==> config.mk <==
export PLATFORM = sky130hd
export DESIGN_NAME = posit_encoder_pipe
export DESIGN_NICKNAME = d
export VERILOG_FILES = /design/src/rtl/posit_encoder_pipe.sv
export SDC_FILE = /design/constraint.sdc
export NUM_CORES = 1
export LEC_CHECK = 0
export BUFFER_PORTS_ARGS = -buffer_cell sky130_fd_sc_hd__buf_2
export CAP_MARGIN = 20
export CORE_AREA = 2 2 81 83
export DETAILED_ROUTE_END_ITERATION = 6
export DIE_AREA = 0 0 83 85
export MAX_ROUTING_LAYER = met4
export PLACE_DENSITY = 0.82
export SLEW_MARGIN = 30
export SYNTH_ARGS = -nofsm -noshare
export SYNTH_HDL_FRONTEND = slang
export SYNTH_SLANG_ARGS = --single-unit
==> constraint.sdc <==
create_clock -name clk -period 3.3 [get_ports clk]
set_input_delay 0 -clock clk [delete_from_list [all_inputs] [get_ports clk]]
set_output_delay 0 -clock clk [all_outputs]
set_load 0.005 [all_outputs]
==> src/rtl/posit_encoder_pipe.sv <==
// posit_encoder_pipe: packs unpacked posit fields (sign, regime k, exponent,
// fraction, sticky, zero/NaR flags) into an N-bit posit.
// Stage S1 assembles the regime/exponent/fraction string and extracts
// body/guard/sticky, deciding saturation. Stage S2 applies round-to-nearest-even,
// clamps to maxpos/minpos, applies the sign and resolves specials.
// Ready/valid on both sides with full backpressure; two beats of storage.
module posit_encoder_pipe #(
   parameter int N      = 8,
   parameter int ES     = 1,
   parameter int FRAC_W = 8
) (
   input  logic                          clk,
   input  logic                          rst,
   input  logic                          in_valid,
   output logic                          in_ready,
   input  logic                          in_sign,
   input  logic [7:0]                    in_regime,
   input  logic [((ES > 0) ? ES : 1)-1:0] in_exponent,
   input  logic [FRAC_W-1:0]             in_frac,
   input  logic                          in_sticky,
   input  logic                          in_zero,
   input  logic                          in_nar,
   output logic                          out_valid,
   input  logic                          out_ready,
   output logic [N-1:0]                  out_posit
);

   // Tail = exponent then fraction; the extended string leaves room for the
   // longest non-saturating regime run (N-1 bits) above the tail.
   localparam int TW     = ES + FRAC_W;
   localparam int XW     = TW + N;
   localparam int SAT_HI = N - 2;
   localparam int SAT_LO = -(N - 1);

   localparam logic [XW-1:0]  ALL_ONES    = {XW{1'b1}};
   localparam logic [XW-1:0]  TOP_ONE     = {1'b1, {(XW-1){1'b0}}};
   localparam logic [N-2:0]   MAXPOS_BODY = {(N-1){1'b1}};
   localparam logic [N-2:0]   MINPOS_BODY = {{(N-2){1'b0}}, 1'b1};
   localparam logic [N-1:0]   NAR_POSIT   = {1'b1, {(N-1){1'b0}}};
   localparam logic [N-1:0]   ZERO_POSIT  = {N{1'b0}};

   // Handshake
   logic s1_valid_r;
   logic s2_valid_r;
   logic s1_advance_s;

   // S1 combinational
   logic [TW-1:0]        tail_s;
   logic signed [31:0]   k_s;
   logic [31:0]          run_len_s;
   logic [31:0]          ones_shift_s;
   logic [31:0]          neg_k_s;
   logic [XW-1:0]        regime_s;
   logic [XW-1:0]        ext_s;
   logic                 sat_hi_s;
   logic                 sat_lo_s;
   logic [N-2:0]         body_s;
   logic                 guard_s;
   logic                 sticky_s;

   // S1 registers
   logic                 s1_sign_r;
   logic [N-2:0]         s1_body_r;
   logic                 s1_guard_r;
   logic                 s1_sticky_r;
   logic                 s1_sat_hi_r;
   logic                 s1_sat_lo_r;
   logic                 s1_zero_r;
   logic                 s1_nar_r;

   // S2 combinational
   logic                 inc_s;
   logic [N-1:0]         sum_s;
   logic [N-2:0]         body_fin_s;
   logic [N-1:0]         mag_s;
   logic [N-1:0]         enc_s;

   // S2 / output register
   logic [N-1:0]         out_posit_r;

   assign s1_advance_s = ~s2_valid_r | out_ready;
   assign in_ready     = ~s1_valid_r | s1_advance_s;
   assign out_valid    = s2_valid_r;
   assign out_posit    = out_posit_r;

   assign k_s = {{24{in_regime[7]}}, in_regime};

   generate
      if (ES > 0) begin : g_exp
         assign tail_s = {in_exponent, in_frac};
      end else begin : g_noexp
         assign tail_s = in_frac;
      end
   endgenerate

   // Build the extended body string: regime run on top, tail shifted below it.
   always_comb begin
      run_len_s    = 32'd0;
      ones_shift_s = 32'd0;
      neg_k_s      = 32'd0;
      regime_s     = {XW{1'b0}};
      if (k_s >= 32'sd0) begin
         run_len_s    = k_s + 32'sd2;
         ones_shift_s = k_s + 32'sd1;
         regime_s     = ~(ALL_ONES >> ones_shift_s);
      end else begin
         neg_k_s      = -k_s;
         run_len_s    = 32'sd1 - k_s;
         regime_s     = TOP_ONE >> neg_k_s;
      end
      ext_s = ({tail_s, {N{1'b0}}} >> run_len_s) | regime_s;
   end

   // Extract body/guard/sticky and override the body when the regime saturates.
   always_comb begin
      sat_hi_s = (k_s >= SAT_HI);
      sat_lo_s = (k_s <= SAT_LO);
      body_s   = ext_s[XW-1 -: N-1];
      guard_s  = ext_s[XW-N];
      sticky_s = (|ext_s[XW-N-1:0]) | in_sticky;
      if (sat_hi_s) begin
         body_s   = MAXPOS_BODY;
         guard_s  = 1'b0;
         sticky_s = 1'b0;
      end else if (sat_lo_s) begin
         body_s   = MINPOS_BODY;
         guard_s  = 1'b0;
         sticky_s = 1'b0;
      end else begin
         body_s   = ext_s[XW-1 -: N-1];
      end
   end

   // S1 register: loads a new beat whenever the stage is empty or draining.
   always_ff @(posedge clk) begin
      if (rst) begin
         s1_valid_r  <= 1'b0;
         s1_sign_r   <= 1'b0;
         s1_body_r   <= {(N-1){1'b0}};
         s1_guard_r  <= 1'b0;
         s1_sticky_r <= 1'b0;
         s1_sat_hi_r <= 1'b0;
         s1_sat_lo_r <= 1'b0;
         s1_zero_r   <= 1'b0;
         s1_nar_r    <= 1'b0;
      end else if (in_ready) begin
         s1_valid_r <= in_valid;
         if (in_valid) begin
            s1_sign_r   <= in_sign;
            s1_body_r   <= body_s;
            s1_guard_r  <= guard_s;
            s1_sticky_r <= sticky_s;
            s1_sat_hi_r <= sat_hi_s;
            s1_sat_lo_r <= sat_lo_s;
            s1_zero_r   <= in_zero;
            s1_nar_r    <= in_nar;
         end
      end
   end

   // Round to nearest even, clamp to maxpos/minpos, apply sign and specials.
   always_comb begin
      inc_s = s1_guard_r & (s1_body_r[0] | s1_sticky_r) & ~s1_sat_hi_r & ~s1_sat_lo_r;
      sum_s = {1'b0, s1_body_r} + {{(N-1){1'b0}}, inc_s};
      if (sum_s[N-1]) begin
         body_fin_s = MAXPOS_BODY;
      end else if (sum_s[N-2:0] == {(N-1){1'b0}}) begin
         body_fin_s = MINPOS_BODY;
      end else begin
         body_fin_s = sum_s[N-2:0];
      end
      mag_s = {1'b0, body_fin_s};
      if (s1_nar_r) begin
         enc_s = NAR_POSIT;
      end else if (s1_zero_r) begin
         enc_s = ZERO_POSIT;
      end else if (s1_sign_r) begin
         enc_s = ~mag_s + {{(N-1){1'b0}}, 1'b1};
      end else begin
         enc_s = mag_s;
      end
   end

   // Output register: holds while the consumer stalls.
   always_ff @(posedge clk) begin
      if (rst) begin
         s2_valid_r  <= 1'b0;
         out_posit_r <= {N{1'b0}};
      end else if (s1_advance_s) begin
         s2_valid_r <= s1_valid_r;
         if (s1_valid_r) begin
            out_posit_r <= enc_s;
         end
      end
   end

endmodule

==> summary.md <==
| Metric | Value |
|---|---|
| Post-route setup slack | 0.210 ns |
| Synth Register Bits | 24 |
| Final Skew | 0.00615 ns |
| Initial antenna violation count | 0 |
| Share of cells above drive strength 1 | 0.153 |
| CTS tree | yes |
| Die ar. | 7060 µm² |
| Relative slew slack | 0.485 |
| Hold crit path type | input pin to flop |
| Crit end category | flop |
| Slew @ Worst Pin | approximately 0.77 ns |
| Post-route clock period utilization | 0.936 |
| Final HPWL DP | just over 6000 µm |
| Vias in the first global route | ~3,100 |
| YS warnings | 0 |
| Kind of critical path | flop to flop |
| Pin count of the biggest net entering global routing | 38 |
| Clock Latency Late Sink | 0.27 ns |
| Ant diodes | 0 |
| # setup viols final | 0 |
| Initial DRC Count | 291 |
| Fin. Hold Viols | 0 |
| Post-DR vias/cell | about 6.2 |
| First-pass GRT wire length | approximately 14,000 µm |
| Number of remaining DRC errors | 0 |
| Clk slew on worst S/H paths | 0.09 ns |
| Wirelength per Cell | 15.6 µm |
| Post-synth cell types | 65 |
| Setup TNS Final | 0 ns |
| Input/output buffers | 34 |
| Post-route antenna net violation count | 0 |
| Critical Path Fanout Max | 5 |
| Grt total ovfl | 0 |
| Max H-tree Level | 1 |
| Number of synthesized flops with an enable pin | 0 |
| Synth-to-layout area growth | 12.3% |
| Total Wirelength | 8460 µm |
| Die Width | 83 µm |
| Crit path DAT | roughly 3.3 ns |
| Total GRT Usage | 0.238 |
| Core Box Area | 6200 µm² |
| Post-place instance area | 3320 µm² |
| Post-synth top flop | dfxtp_1 |
| CTS Sinks | 24 |
| Final Critical Period | just over 3 ns |
| Starting Density | 0.499 |
| CP required | about 3.5 ns |
| Maximum clock path buffer count | 2 |
| Top achievable clock speed | ~320 MHz |
| Clock root buffer | clkbuf_8 |
| Syn avg cell area | 6.98 µm² |
| Row count | 29 |
| Power Density | approximately 280 nW/µm² |
| Top-Level Pins | 35 |
| Status | completed |
| Max-cap viol count | 0 |
| Vias | 3,371 |
| Final GP Congestion | between 0.9 and 1 |
| Total CTS buffers | 3 |
| Async S/R FF share, synth | 0 |
| Pre-CTS WS | 0.0131 ns |
| Mapped cell area | approximately 3100 µm² |
| Die Y | 85 µm |
| Leak Pwr | 1.39 nW |
| Final #Nets | 507 |
| Total chip power | 0.971 mW |
| Startpoint Class | flop |
| Sequential fraction of the synthesis area | 0.155 |
| Post-Synthesis Cells | about 440 |
| Total iterations of the first detailed-routing run | 5 |
| Fin. max-slew vios | 0 |
| Fillers | between 500 and 600 |
| Syn Nets | around 490 |
| Fin area | about 3500 µm² |
| Max IR drop VDD | 232 µV |
kinds of logic (layout without fill, tap and decap cells):
group / Yosys count / in the layout / share of synthesized area
and+or+nand+nor: 190 / 190 / 0.316
DFF: 24 / 24 / 0.155
xor gates and xnor gates: 18 / 18 / 0.0631
muxes: 19 / 19 / 0.0623
AOI/OAI and AO/OA: 126 / 126 / 0.270
buffers and inverters: 49 / 70 / 0.0647
adders and majority gates: 17 / 17 / 0.0687
layout by cell type (no fill, tap or decap), types with 8 or more instances in the layout:
cell type / instances
xor2_1: 8
and3_1: 8
mux2i_1: 17
nor2_1: 45
a31oi_1: 8
buf_2: 34
a21oi_1: 31
nand3_1: 13
nor3_1: 18
buf_4: 13
dfxtp_1: 24
o21ai_0: 25
nand2_1: 52
inv_1: 12
ha_1: 15
power breakdown:
part / internal, mW / switching, mW / leakage (nW) / total (mW)
Clock: 0.162 / 0.0991 / 0.0357 / 0.261
Combinational: 0.154 / 0.230 / 1.15 / 0.384
Sequential: 0.306 / 0.0195 / 0.197 / 0.325
state kept, by name (all words and copies together), names as in the netlist:
signal       flops
out_posit        8
s1_nar_r         1
s1_body_r        7
s1_sign_r        1
s1_sat_lo_r      1
s1_guard_r       1
s1_sat_hi_r      1
s1_valid_r       1
s1_sticky_r      1
out_valid        1
s1_zero_r        1
critical path, stage by stage, from the launching register on:
cell,delay (ns)
dfxtp_1,0.37
nor2_1,0.07
nor4b_2,0.23
ha_2,0.25
ha_2,0.23
nand3_2,0.13
xor2_2,0.19
o211ai_1,0.14
o31ai_2,0.10
nor2_1,0.15
ha_1,0.19
nand2_1,0.09
o31ai_2,0.25
xnor2_1,0.09
or4_1,0.39
a21oi_1,0.15
cell type report:
cell class	instances	area [µm²]	area share
sequential	24	480	0.138
timing repair buffer	52	328	0.0943
clock buffer	3	41.3	0.0119
multi-input combinational	370	2450	0.704
clock inverter	1	30.0	0.00864
tap	77	96.3	0.0277
inverter	14	52.6	0.0151
final timing paths:
check	start	end	slack, ns	depth (start not counted)
worst max-delay path	s1_body_r[0]$_SDFFE_PP0P_	out_posit[6]$_SDFFE_PP0P_	0.21	15
worst min-delay path	out_ready	out_valid$_SDFFE_PP0P_	0.03	4
worst max register to register	s1_body_r[0]$_SDFFE_PP0P_	out_posit[6]$_SDFFE_PP0P_	0.21	15
worst min register to register	out_posit[6]$_SDFFE_PP0P_	out_posit[6]$_SDFFE_PP0P_	0.47	2
synthesized netlist by cell type (all sizes together) (3+ instances only):
cell	number	area (µm²)
a211oi	4	30.0
or3	3	18.8
nor3	18	90.1
dfxtp	24	480
a31oi	8	50.1
inv	13	48.8
o21ai	25	125
a221o	3	30.0
o22ai	5	31.3
nor2b	7	43.8
and3	8	50.1
ha	17	213
clkbuf	19	71.3
a311oi	3	26.3
nor2	45	169
nand2	52	195
o31ai	9	67.6
nor3b	3	22.5
nor4	10	98.8
nand3	15	80.1
nand4	4	25.0
a22oi	5	37.5
xnor2	8	88.8
and2	5	31.3
mux2i	17	170
a21boi	4	30.0
a21o	3	22.5
a21oi	31	155
xor2	10	106
nand2b	6	37.5
buf	16	76.3
o211ai	3	22.5
a41oi	3	26.3
nand3b	5	37.5
layer usage:
metal,routed length [µm],share of wire,global-route usage
met5,0,0,-
met4,179,0.021,0.0894
met3,545,0.064,0.0233
met2,4140,0.49,0.409
met1,3600,0.43,0.290
stage by stage:
step | cells | hold slack [ns] | util
after floorplan | 443 | 0.136 | -
after global placement | 532 | 0.244 | 0.536
after detailed placement | 532 | 0.249 | 0.536
after CTS | 540 | 0.0271 | 0.554
after global routing | 541 | 0.0789 | 0.560
final | 541 | 0.0278 | 0.560
timing repair:
action / 4_1_cts / 5_1_grt
hold endpoints to repair: 4 / 0
setup buffers: 0 / 1
hold buffers: 4 / 0
gates resized for setup: 0 / 7
endpoints found under the setup margin: 0 / 2
(Power assumes the default switching activity.)
